--- src/rtl/ladybird_lsu_cache_adapter.sv ---
`default_nettype none
// ============================================================================
// Module      : ladybird_lsu_cache_adapter
// Description : Single-outstanding load/store front-end for the data cache:
//               aligns stores, issues cache ops, extracts/extends load data.
// Revision    : 1.0 - initial release
// ============================================================================
module ladybird_lsu_cache_adapter #(
    parameter int XLEN   = 32,
    parameter int LINE_W = 7
) (
    input  logic                clk,
    input  logic                nrst,
    input  logic                req_valid_i,
    output logic                req_ready_o,
    input  logic [XLEN-1:0]     req_addr_i,
    input  logic [XLEN-1:0]     req_wdata_i,
    input  logic                req_write_i,
    input  logic [2:0]          req_funct3_i,
    input  logic                req_uncache_i,
    input  logic                req_fence_i,
    output logic                rsp_valid_o,
    input  logic                rsp_ready_i,
    output logic [XLEN-1:0]     rsp_data_o,
    output logic                rsp_error_o,
    output logic                c_valid_o,
    input  logic                c_ready_i,
    output logic [XLEN-1:0]     c_addr_o,
    output logic [XLEN-1:0]     c_data_o,
    output logic [XLEN/8-1:0]   c_wen_o,
    output logic                c_uncache_o,
    output logic                c_flush_o,
    output logic                c_invalidate_o,
    input  logic                c_rvalid_i,
    input  logic [XLEN-1:0]     c_raddr_i,
    input  logic [2**LINE_W-1:0] c_rdata_i
);

    typedef enum logic [1:0] {
        S_IDLE  = 2'd0,
        S_ISSUE = 2'd1,
        S_WAIT  = 2'd2,
        S_RESP  = 2'd3
    } state_t;

    state_t          state_q, state_d;
    logic [XLEN-1:0] addr_q, addr_d;
    logic [XLEN-1:0] wdata_q, wdata_d;
    logic            write_q, write_d;
    logic [2:0]      funct3_q, funct3_d;
    logic            uncache_q, uncache_d;
    logic            fence_q, fence_d;
    logic [XLEN-1:0] rsp_data_q, rsp_data_d;
    logic            rsp_error_q, rsp_error_d;
    logic            seen_drop_q, seen_drop_d;

    logic                w_req_err;
    logic                w_issue;
    logic                w_store;
    logic [LINE_W-6:0]   w_wsel;
    logic [XLEN-1:0]     w_word;
    logic [XLEN-1:0]     w_shift;
    logic [XLEN-1:0]     w_load;
    logic                w_sext;
    logic                w_addr_match;
    logic                w_unused_raddr;

    // Fences carry no meaningful funct3/addr, so they can never be malformed.
    always_comb begin
        w_req_err = 1'b0;
        case (req_funct3_i)
            3'd0, 3'd4: w_req_err = 1'b0;
            3'd1, 3'd5: w_req_err = req_addr_i[0];
            3'd2:       w_req_err = (req_addr_i[1:0] != 2'b00);
            default:    w_req_err = 1'b1;
        endcase
        if (req_write_i && req_funct3_i[2]) begin
            w_req_err = 1'b1;
        end
        if (req_fence_i) begin
            w_req_err = 1'b0;
        end
    end

    assign w_wsel       = addr_q[LINE_W-4:2];
    assign w_word       = c_rdata_i[w_wsel*XLEN +: XLEN];
    assign w_shift      = w_word >> {addr_q[1:0], 3'b000};
    assign w_sext       = ~funct3_q[2];
    assign w_addr_match = (c_raddr_i[XLEN-1:2] == addr_q[XLEN-1:2]);
    assign w_unused_raddr = ^c_raddr_i[1:0];

    always_comb begin
        case (funct3_q[1:0])
            2'd0:    w_load = {{(XLEN-8){w_sext & w_shift[7]}}, w_shift[7:0]};
            2'd1:    w_load = {{(XLEN-16){w_sext & w_shift[15]}}, w_shift[15:0]};
            default: w_load = w_word;
        endcase
    end

    // Cache-side outputs are only driven while the request is being offered.
    assign w_issue        = (state_q == S_ISSUE);
    assign w_store        = w_issue & write_q & ~fence_q;
    assign c_addr_o       = (w_issue && !fence_q) ? addr_q : '0;
    assign c_data_o       = w_store ? (wdata_q << {addr_q[1:0], 3'b000}) : '0;
    assign c_uncache_o    = w_issue & uncache_q;
    assign c_flush_o      = w_issue & fence_q;
    assign c_invalidate_o = 1'b0;
    assign rsp_data_o     = rsp_data_q;
    assign rsp_error_o    = rsp_error_q;

    always_comb begin
        c_wen_o = '0;
        if (w_store) begin
            case (funct3_q[1:0])
                2'd0:    c_wen_o = (XLEN/8)'(1) << addr_q[1:0];
                2'd1:    c_wen_o = (XLEN/8)'(3) << addr_q[1:0];
                default: c_wen_o = '1;
            endcase
        end
    end

    always_comb begin
        state_d     = state_q;
        addr_d      = addr_q;
        wdata_d     = wdata_q;
        write_d     = write_q;
        funct3_d    = funct3_q;
        uncache_d   = uncache_q;
        fence_d     = fence_q;
        rsp_data_d  = rsp_data_q;
        rsp_error_d = rsp_error_q;
        seen_drop_d = seen_drop_q;
        req_ready_o = 1'b0;
        rsp_valid_o = 1'b0;
        c_valid_o   = 1'b0;
        case (state_q)
            S_IDLE: begin
                req_ready_o = 1'b1;
                if (req_valid_i) begin
                    addr_d      = req_addr_i;
                    wdata_d     = req_wdata_i;
                    write_d     = req_write_i;
                    funct3_d    = req_funct3_i;
                    uncache_d   = req_uncache_i;
                    fence_d     = req_fence_i;
                    rsp_data_d  = '0;
                    rsp_error_d = w_req_err;
                    seen_drop_d = 1'b0;
                    state_d     = w_req_err ? S_RESP : S_ISSUE;
                end
            end
            S_ISSUE: begin
                c_valid_o = 1'b1;
                if (!c_ready_i) begin
                    seen_drop_d = 1'b1;
                end else begin
                    state_d = S_WAIT;
                end
            end
            S_WAIT: begin
                // A flush is done once the cache has gone busy and come back.
                if (fence_q) begin
                    if (!c_ready_i) begin
                        seen_drop_d = 1'b1;
                    end else if (seen_drop_q) begin
                        state_d = S_RESP;
                    end
                end else if (c_rvalid_i && w_addr_match) begin
                    rsp_data_d = write_q ? '0 : w_load;
                    state_d    = S_RESP;
                end
            end
            S_RESP: begin
                rsp_valid_o = 1'b1;
                if (rsp_ready_i) begin
                    state_d = S_IDLE;
                end
            end
            default: state_d = S_IDLE;
        endcase
    end

    always_ff @(posedge clk) begin
        if (!nrst) begin
            state_q     <= S_IDLE;
            addr_q      <= '0;
            wdata_q     <= '0;
            write_q     <= 1'b0;
            funct3_q    <= 3'd0;
            uncache_q   <= 1'b0;
            fence_q     <= 1'b0;
            rsp_data_q  <= '0;
            rsp_error_q <= 1'b0;
            seen_drop_q <= 1'b0;
        end else begin
            state_q     <= state_d;
            addr_q      <= addr_d;
            wdata_q     <= wdata_d;
            write_q     <= write_d;
            funct3_q    <= funct3_d;
            uncache_q   <= uncache_d;
            fence_q     <= fence_d;
            rsp_data_q  <= rsp_data_d;
            rsp_error_q <= rsp_error_d;
            seen_drop_q <= seen_drop_d;
        end
    end

endmodule
`default_nettype wire

--- config.mk ---
export PLATFORM = sky130hd
export DESIGN_NAME = ladybird_lsu_cache_adapter
export DESIGN_NICKNAME = d
export VERILOG_FILES = /design/src/rtl/ladybird_lsu_cache_adapter.sv
export SDC_FILE = /design/constraint.sdc
export NUM_CORES = 1
export LEC_CHECK = 0
export CAP_MARGIN = 20
export CORE_MARGIN = 3
export CORE_UTILIZATION = 36
export CTS_CLUSTER_DIAMETER = 150
export DETAILED_ROUTE_END_ITERATION = 7
export GPL_TIMING_DRIVEN = 0
export PLACE_DENSITY = 0.78
export SETUP_SLACK_MARGIN = 0.2
export SKIP_LAST_GASP = 1
export SYNTH_ARGS = -nofsm -noshare
export SYNTH_HDL_FRONTEND = slang
export SYNTH_SLANG_ARGS = --single-unit
--- constraint.sdc ---
create_clock -name clk -period 2.15 [get_ports clk]
set_input_delay 0.215 -clock clk [delete_from_list [all_inputs] [get_ports clk]]
set_output_delay 0.215 -clock clk [all_outputs]
set_load 0.005 [all_outputs]
==> results by group <==
Run status
  – Run status: complete, but fails checks
  – Violated checks: negative setup slack

Clock tree
  – Clock transition at path regs: roughly 80 ps
  – Clock Path Buffers: 2
  – Root buf cell: clkbuf_16
  – Htree depth: 3
  – Number of CTS-inserted buffers: 9
  – CTS tree: yes
  – Clock latency on the worst-skew pair: 360 ps
  – Sink Count: 106
  – # hold bufs at CTS: 0

Floorplan
  – Die Span X: around 140 um
  – Die height: about 140 um
  – Die ar.: about 19000 um2
  – Initial core utilization: 0.376
  – Row cnt: 47
  – Core Box Area: roughly 17000 um2
  – I/O pin cnt: approximately 340

Synthesis
  – Post-synth EDFFs: 0
  – Main combinational cell family by area after synthesis: simple AND/OR/NAND/NOR gates
  – Syn Inst Count: approximately 770
  – Avg Cell Area, Syn: approximately 8 um2
  – Syn Nets: ~1000
  – Mapped Area: 6370 um2
  – Post-synthesis simple-gate area fraction: 0.229
  – Xor and xnor area share after synthesis: 0.0413
  – FF+latch count, synth: roughly 110
  – Yosys warnings: 0
  – Synth Area in Adders: 0.00786
  – Post-synthesis sequential area ratio: 0.333
  – Mux share of post-synthesis cell area: 0.155
  – Cell variety after synth: 50
  – Post-synth ARST share: 0
  – Ys flop type: dfxtp_1
  – Post-synthesis compound-gate area fraction: 0.186

Timing
  – Clock skew after layout: ~10 ps
  – Final worst-path cycle share: 1.06
  – Final Hold Viols: 0
  – Hold_ws: 246 ps
  – Setup ws final: -127 ps
  – Fin. max-slew vios: 0
  – Fin crit period: between 2000 and 2500 ps
  – Max transition margin: 0.584
  – Setup-failing EPs final: 40
  – Max frequency: 439 MHz
  – Setup repair after global routing missed its margin: true
  – Worst-Margin Slew: 623 ps

Placed design
  – Final GP Congestion: 0.902
  – DP Area: ~10000 um2
  – I/O Buffers: roughly 340
  – Placed Cells: between 1000 and 1500
  – Pre-CTS setup slack: -1040 ps
  – DP HPWL: around 22000 um

Routing
  – DR DRC count: 0
  – Wire per inst: 22.1 um
  – Remaining antenna violation count: 0
  – Vias post-DR: 7755
  – Drt pass-1 iters: 5
  – Routed WL: 31100 um
  – Vias per Instance: between 5 and 6
  – DR iter-0 viols: between 700 and 800

GRT
  – First-pass GRT wire length: around 45000 um
  – Vias in the first global route: approximately 7600
  – Largest net degree at the start of global routing: 18
  – Initial antenna violation count: 0
  – Global-route usage over all layers: 0.293
  – Total congestion overflow: 0

Layout
  – Fraction of layout cells with a size suffix above 1: 0.273
  – Area grow syn2layout: 90.8%
  – Filler Cell Count: ~1200
  – Final core utilization: 0.717
  – Final Cell Area: ~12000 um2
  – Post-Layout Cell Count: approximately 1400
  – Nets: 1421
  – Most frequent cells in the layout: clkdlybuf4s50_1 (286), nand2_1 (148), dfxtp_1 (99), a21oi_1 (86), and2_1 (39)
  – Commonest non-fill, non-tap cell in the layout: clkdlybuf4s50_1
  – # diodes: 0

Worst hold path
  – Min-Delay Path Class: in2reg

Setup path
  – Critical-path cell list: inv_2, ha_4, inv_4, nor2_4, buf_6, clkbuf_4, and2_1, clkdlybuf4s50_1
  – CP Data Required Time: about 1900 ps
  – Delay of the slowest critical-path stage: 490 ps
  – WS Path Type: reg2out
  – Critical Path Source Type: flop
  – Slowest CP cell: clkdlybuf4s50_1
  – Crit-path max FO: 8
  – CP Capture Type: primary output
  – CP top delay family: buffers and inverters
  – Critical path arrival: ~2100 ps
  – Buffering stage count on the worst path with inverters included: 5

Power and ir drop
  – P_leak: ~4.6 nW
  – Worst IR Drop VDD: about 0.48 mV
  – Pwr Density: between 700 and 800 nW/um2

Flow run
  – Maxcap violations: 0
## logic make-up (layout without fill, tap and decap cells)
logic type | after synthesis | count (layout)
simple gates | 314 | 314
compound gates | 187 | 187
flops | 106 | 106
buf+inv | 71 | 483
mux | 60 | 60
xor+xnor | 30 | 30
fa+ha+maj | 4 | 4
other cells | 1 | 1
## registers in the layout, summed over array words and instances (netlist names)
signal	flops
rsp_data_o	32
rsp_error_o	1
seen_drop_q	1
write_q	1
state_q	2
fence_q	1
funct3_q	3
addr_q	32
uncache_q	1
wdata_q	32
## timing repair
| action | 4_1_cts | 5_1_grt |
|---|---|---|
| hold endpoints to repair | 0 | 0 |
| endpoints found under the setup margin | 172 | 169 |
| resized for setup | 358 | 143 |
| gates cloned | 8 | 1 |
| pin swaps | 52 | 42 |
| setup buffers | 37 | 13 |
## tightest hold or removal path: stages
cell      delay, ps
clkbuf_1        180
o31ai_1         130
a21oi_2          40
## metal layers
| layer | vias to the layer above | track usage | part of all wire |
|---|---|---|---|
| met5 | - | 0 | 0 |
| met4 | 0 | 0.0850 | 0.026 |
| met3 | 66 | 0.0555 | 0.072 |
| met2 | 422 | 0.512 | 0.51 |
| met1 | 3734 | 0.369 | 0.39 |
| li1 | 3533 | - | - |
## metrics by stage
step / power, mW / TNS, ps
floorplan: 4.27 / 0
global placement: 5.55 / -55030
detailed placement: 5.60 / -59180
CTS: 8.20 / -4030
global route: 9.18 / -6360
finish: 8.80 / -2540
## synthesized netlist by cell type, types with 2 or more instances
cell type / instances / area [um2]
nand2_1: 151 / 567
dfxtp_1: 106 / 2120
a21oi_1: 104 / 521
clkbuf_1: 51 / 191
nor2_1: 46 / 173
and2_1: 43 / 269
mux4_2: 31 / 698
xnor2_1: 30 / 263
mux2i_1: 28 / 280
nand2b_1: 23 / 144
a211oi_1: 17 / 128
a22o_1: 17 / 149
nand4_1: 15 / 93.8
nor2b_1: 13 / 81.3
nand3_1: 11 / 55.1
a21o_1: 10 / 75.1
inv_1: 7 / 26.3
o22ai_1: 7 / 43.8
o2bb2ai_1: 7 / 61.3
buf_2: 6 / 30.0
a22oi_1: 5 / 37.5
ha_1: 4 / 50.1
nor4_1: 4 / 25.0
o21ai_0: 4 / 20.0
a31oi_1: 3 / 18.8
buf_6: 3 / 33.8
nor3_1: 3 / 15.0
buf_1: 2 / 7.51
## power by group
part | switching [mW] | internal, mW
clock network | 0.813 | 0.939
registers | 0.301 | 2.22
logic | 2.26 | 2.26
total | 3.37 | 5.43
## final timing paths
kind / start / to / slack [ps] / depth (start not counted)
setup / recovery: state_q[1] / c_addr_o[12] / -130 / 8
hold / removal: nrst / state_q[0] / 250 / 3
setup reg to reg: addr_q[3] / rsp_data_o[28] / -10 / 8
hold reg to reg: rsp_data_o[14] / rsp_data_o[14] / 450 / 1
## final cells by class
| cell class | instances | area [um2] | share of cell area |
|---|---|---|---|
| well taps | 220 | 275 | 0.0227 |
| clock buffers | 10 | 239 | 0.0197 |
| inverters | 8 | 32.5 | 0.00268 |
| plain buffers | 63 | 668 | 0.0550 |
| multi-input cells | 596 | 4830 | 0.398 |
| flip-flops and latches | 106 | 2130 | 0.176 |
| repair buffers | 397 | 3900 | 0.321 |
| clock inverters | 5 | 62.6 | 0.00515 |
(Power assumes the default switching activity.)
